==> src/rtl/encoder_pkg.sv <==
// encoder_pkg: FSM state enum, bit-scan helpers (lowest_set_index, is_single_bit) and their maximum vector width
package encoder_pkg;
  localparam int MAX_SIZE = 64;
  localparam int MAX_SEL = 6;
  typedef enum logic {IDLE, EMIT} state_t;
  function automatic logic [MAX_SEL-1:0] lowest_set_index(input logic [MAX_SIZE-1:0] vec);
    lowest_set_index = '0;
    for (int i = MAX_SIZE - 1; i >= 0; i--)
      if (vec[i]) lowest_set_index = MAX_SEL'(i);
  endfunction
  function automatic logic is_single_bit(input logic [MAX_SIZE-1:0] vec);
    return vec != '0 && (vec & (vec - MAX_SIZE'(1))) == '0;
  endfunction
endpackage

==> src/rtl/priority_encoder_lsb.sv <==
// priority_encoder_lsb: combinational lowest-set-bit encoder; vec in, idx (binary index) and any (vec nonzero) out
module priority_encoder_lsb
  import encoder_pkg::*;
#(
  parameter int DATA_SIZE = 4,
  localparam int SEL_SIZE = $clog2(DATA_SIZE)
) (
  input  logic [DATA_SIZE-1:0] vec,
  output logic [SEL_SIZE-1:0]  idx,
  output logic                 any
);
  assign idx = SEL_SIZE'(lowest_set_index(MAX_SIZE'(vec)));
  assign any = |vec;
endmodule

==> src/rtl/encoder_active_high_seq.sv <==
// encoder_active_high_seq: serialises a multi-hot vector into LSB-first indices; clk_in/rst_in, data_in+load_in/ready_out in, sel_out+valid_out+last_out/ready_in out, zero_out pulse on all-zero load
module encoder_active_high_seq
  import encoder_pkg::*;
#(
  parameter int DATA_SIZE = 4,
  localparam int SEL_SIZE = $clog2(DATA_SIZE)
) (
  input  logic                 clk_in,
  input  logic                 rst_in,
  input  logic [DATA_SIZE-1:0] data_in,
  input  logic                 load_in,
  output logic                 ready_out,
  output logic [SEL_SIZE-1:0]  sel_out,
  output logic                 valid_out,
  output logic                 last_out,
  input  logic                 ready_in,
  output logic                 zero_out
);
  state_t state, state_nx;
  logic [DATA_SIZE-1:0] pending;
  logic [SEL_SIZE-1:0] low;
  logic any, transfer, load;
  priority_encoder_lsb #(.DATA_SIZE(DATA_SIZE)) u_pe (.vec(pending), .idx(low), .any(any));
  always_ff @(posedge clk_in) begin
    if (rst_in) begin
      state <= IDLE;
      pending <= '0;
      zero_out <= 1'b0;
    end else begin
      state <= state_nx;
      pending <= load ? data_in : transfer ? pending & (pending - DATA_SIZE'(1)) : pending;
      zero_out <= load && data_in == '0;
    end
  end
  always_comb state_nx = load ? (data_in != '0 ? EMIT : IDLE) : (transfer && last_out) ? IDLE : state;
  always_comb begin
    valid_out = state == EMIT && any;
    sel_out = valid_out ? low : '0;
    last_out = valid_out && is_single_bit(MAX_SIZE'(pending));
    transfer = valid_out && ready_in;
    ready_out = state == IDLE || (transfer && last_out);
    load = load_in && ready_out;
  end
endmodule

==> config.mk <==
export PLATFORM = sky130hd
export DESIGN_NAME = encoder_active_high_seq
export DESIGN_NICKNAME = d
export VERILOG_FILES = /design/src/rtl/encoder_pkg.sv /design/src/rtl/priority_encoder_lsb.sv /design/src/rtl/encoder_active_high_seq.sv
export SDC_FILE = /design/constraint.sdc
export NUM_CORES = 1
export LEC_CHECK = 0
export ABC_AREA = 0
export ABC_CLOCK_PERIOD_IN_PS = 2500
export BUFFER_PORTS_ARGS = -buffer_cell sky130_fd_sc_hd__buf_2
export CORE_AREA = 4 4 41 43
export DETAILED_ROUTE_END_ITERATION = 10
export DIE_AREA = 0 0 45 47
export SYNTH_ARGS = -nofsm -noshare
export SYNTH_HDL_FRONTEND = slang
export SYNTH_HIERARCHICAL = 1
export SYNTH_SLANG_ARGS = --single-unit
==> constraint.sdc <==
create_clock -name clk_in -period 2.5 [get_ports clk_in]
set_input_delay 0.125 -clock clk_in [delete_from_list [all_inputs] [get_ports clk_in]]
set_output_delay 0.125 -clock clk_in [all_outputs]
set_load 0.03 [all_outputs]
* Word level (Yosys, flattened, before mapping)
Index checks and enable logic that the tools add are counted.
Word-level totals: word-level logic and storage cells 33, output and inout port bits 6, bits in registers 6, input port bits 8
Operators by class: reductions and logical operators 15, muxes and demuxes 10, $add $sub $neg 2, bitwise logic cells 3
Operator list (count):
- AND 4 x 64 -> 64 bit | 1
- logical NOT 64 bit | 1
- two-way mux 2 bit | 5
- two-way mux 4 bit | 2
- nonzero test 4 bit | 2
- logical AND 1 bit | 7
- subtractor 4 x 1 -> 5 bit (second input constant) | 1
- AND 4 bit | 1
- logical NOT 4 bit | 1
- nonzero test 2 bit | 2
- OR reduction 4 bit | 1
- subtractor 4 x 1 -> 4 bit (second input constant) | 1
- two-way mux 1 bit | 3
- logical OR 1 bit | 1
- inverter 1 bit | 1

* Logic depth before layout (Yosys ltp)
depth after elaboration 9, gate-level depth with buffers 6, depth with buffers taken out 6

* Hierarchy
Netlist, hierarchy kept.
Modules (own cells, without submodules):
- encoder_active_high_seq | area an instance 359.1 µm², seq. area each 120.1 µm², cells each 39, instances 1
- priority_encoder_lsb | area an instance 35.0 µm², seq. area each 0.0 µm², cells each 7, instances 1

* Worst setup path after synthesis
Ideal clock, no wire load.
path type reg2reg, start point register pending[0], end point register state, cell stages (with the launch flop) 5, clock period less this slack 1.858 ns, setup time 0.164 ns, path buffers 0, data arrival time 1.694 ns, setup slack 0.642 ns, cells stage by stage dfxtp_1 -> nor4b_1 -> a211oi_1 -> o21ai_0 -> a21oi_1
Between the ends: cells in the longest elaborated chain, start to end 9, elaborated cells on any way between the ends 14
Ends and longest elaborated chain:
- start: declaration | line encoder_active_high_seq.sv:20 | logic [DATA_SIZE-1:0] pending;
- start signal: assignment | line encoder_active_high_seq.sv:31 | pending <= load ? data_in : transfer ? pending & (pending - DATA_SIZE'(1)) : pending;
- subtractor 4 x 1 -> 5 bit | line encoder_pkg.sv:12 | return vec != '0 && (vec & (vec - MAX_SIZE'(1))) == '0;
- AND 4 x 64 -> 64 bit | line encoder_pkg.sv:12
- logical NOT 64 bit | line encoder_pkg.sv:12
- logical AND 1 bit | line encoder_pkg.sv:12
- logical AND 1 bit | line encoder_active_high_seq.sv:39 | last_out = valid_out && is_single_bit(MAX_SIZE'(pending));
- logical AND 1 bit (*) | line encoder_active_high_seq.sv:41 | ready_out = state == IDLE || (transfer && last_out);
- logical OR 1 bit (*) | line encoder_active_high_seq.sv:41
- named net ready_out | line encoder_active_high_seq.sv:12 | output logic ready_out,
- logical AND 1 bit (*) | line encoder_active_high_seq.sv:42 | load = load_in && ready_out;
- two-way mux 1 bit / nonzero test 2 bit (equally long branches)
- end signal: assignment | line encoder_active_high_seq.sv:30 | state <= state_nx;
- end: declaration | line encoder_active_high_seq.sv:19 | state_t state, state_nx;
Mark *: on every way through the listed nets, which the timed path passes. The rest lies on a longest branch. A chain may end at the register's enable or synchronous reset.

* Worst setup path in the final report
start point register pending[2], end point output port ready_out
Between the ends: cells in the longest elaborated chain, start to end 7, elaborated cells on any way between the ends 11
Ends and longest elaborated chain (line):
- subtractor 4 x 1 -> 5 bit | encoder_pkg.sv:12
- AND 4 x 64 -> 64 bit | encoder_pkg.sv:12
- logical NOT 64 bit | encoder_pkg.sv:12
- logical AND 1 bit | encoder_pkg.sv:12
- logical AND 1 bit | encoder_active_high_seq.sv:39
- logical AND 1 bit (*) | encoder_active_high_seq.sv:41
- logical OR 1 bit (*) | encoder_active_high_seq.sv:41
- end: declaration | encoder_active_high_seq.sv:12
Every way passes the cells marked *; elsewhere a longest branch is shown, timed or not.

==> results.toml <==
[yosys]
syn_area_um2 = 394
syn_inst = 46
synth_enable_flop_cells = 0
synth_cell_types = 27
synthAdderAreaFrac = 0
synth_compound_area_frac = 0.232
ys_ff_latch = 6
synth_warnings = 6
muxShareOfSynthArea = 0.0762
synth_xor_area_frac = 0.0222
syn_nets = 54
synth_top_family_by_area = "simple AND/OR/NAND/NOR gates"
async_flop_share = 0
synthFlopType = "dfxtp_1"
synth-simple-area-share = 0.337
synth.yosys.seq_area_share = 0.305
syn_area_per_cell_um2 = 8.57

[routing]
drc_errors = 0
drt_iter0_markers = 2
via_per_inst = 5.01
drt_wl_total_um = 813
first_pass_iters = 4
vias = 386
wl_per_cell_um = 10.6
ant_nets = 0

[placement]
place.gp.congestion = 0.664
hpwl_um = 677
port_buffers = 13
dp.cells = 74

[setup_path]
crit_type = "register to output port"
required_ns = 2.38
startpoint = "pending[2]"
regToRegStartpoint = "pending[1]"
end_kind = "output port"
crit_fanout = 7
startpoint_type = "register"
crit_arrival_ns = 1.69

[layout]
final_cell_mix = "buf_2 (13), nand2_1 (6), dfxtp_1 (6)"
layout_commonest_cell = "buf_2"
layout-drive-gt1-share = 0.323
syn_to_final_growth_pct = 27.0
final_util = 0.385
final_cells = 77
n_antenna_cell = 0
nets = 72
n_fill_cell = 147

[worst_hold_path]
min-delay-start = "rst_in"
hold_path_class = "primary input to register"

[global_routing]
grt_pass1_wl_mm = 1.35
grtUsageTotal = 0.0869
grt_overflow = 0
grt_max_degree = 10
grt_pass1_vias = 348
antenna_found_initial = 0

[timing]
relSlewSlack = 0.735
setup_tns_ns = 0
holdWs_ns = 0.0857
rsz0062_at_grt = "no"
clock_skew_ns = 0.00167
setup_viol_count_final = 0
worst_pin_slew_ns = 0.392
layout_min_cycle_time_ns = 1.82
drv_slew = 0
hold_viol = 0
clock.fmax_ghz = 0.550
post-route-period-util = 0.727

[power]
p_leak_nw = 0.229
power_density_nw_per_um2 = 532
peakVddDrop_mv = 0.198
p_total_w = 0.000266

[clock_tree]
cts_tree = "done"
insertion_delay_ns = 0.23
cts_buffer_depth = 2
post_cts_buffers = 0
clk_pin_slew_worst_paths_ns = 0.04
numCtsBuffers = 3
ctsHtreeMaxLevel = 1
hold_buffers = 0
clock-root-buffer = "clkbuf_4"
ctsResizeCount = 0
clock_sinks = 6

[floorplan]
initial_core_util = 0.303
die_width_um = 45
io_pins = 14
core_area_um2 = 1300
dieArea_um2 = 2120
num_rows = 13
die_y_um = 47

[run]
max-cap-violations = 0

[status]
status = "finished clean"
[kinds of logic (layout without fill, tap and decap cells)]
logic type,count (synthesis),after routing
multiplexers,3,3
buffers and inverters,3,19
XOR/XNOR,1,1
flip-flops,6,6
AO/OA/AOI/OAI,10,10
AND/OR/NAND/NOR,23,23
[per-layer routing]
| metal | wire [µm] | global-route usage |
|---|---|---|
| met5 | 0 | 0 |
| met3 | 30 | 0.0115 |
| met2 | 410 | 0.133 |
| met1 | 372 | 0.116 |
| met4 | 0 | 0.0526 |
[where the power goes]
part	internal [W]	total, W	switching (W)
registers	0.000102	0.000114	0.0000118
clock network	0.0000540	0.0000839	0.0000300
logic	0.0000279	0.0000684	0.0000405
[flip-flops by register name, summed over array words and instances (netlist names)]
signal / cells
state: 1
zero_out: 1
pending: 4
[metrics by stage]
stage               setup slack (ns)  instance area, µm²
global route                   0.572                 500
floorplan                      0.642                 394
detailed placement             0.932                 478
finish                         0.682                 500
global placement               0.924                 478
CTS                            0.669                 500
[worst max-delay path, stage by stage (launching register included)]
cell and delay [ns]:
dfxtp_1 0.44, nor4b_1 0.38, a211oi_1 0.12, o21ai_0 0.27, buf_2 0.25
[final timing paths]
path / slack, ns / depth (start not counted) / end
setup / recovery: 0.68 / 4 / ready_out
hold / removal: 0.09 / 2 / zero_out
setup reg to reg: 0.93 / 6 / pending[2]
hold reg to reg: 0.59 / 2 / pending[2]
[cells in the mapped netlist, drive strengths merged, types with 2 or more instances]
cell type	number	area (µm²)
nor2	3	11.3
and3	2	12.5
mux2i	3	30.0
inv	3	11.3
nand2	6	22.5
nand3	2	10.0
a21oi	2	13.8
dfxtp	6	120
nor4b	2	17.5
[layout make-up]
class	instances	area, µm²	share of cell area
Multi-Input combinational cell	37	263	0.525
Timing Repair Buffer	13	65.1	0.130
Sequential cell	6	120	0.240
Inverter	3	11.3	0.0225
Tap cell	15	18.8	0.0375
Clock buffer	3	22.5	0.0450
No activity file was read; power rests on OpenSTA's default activity.
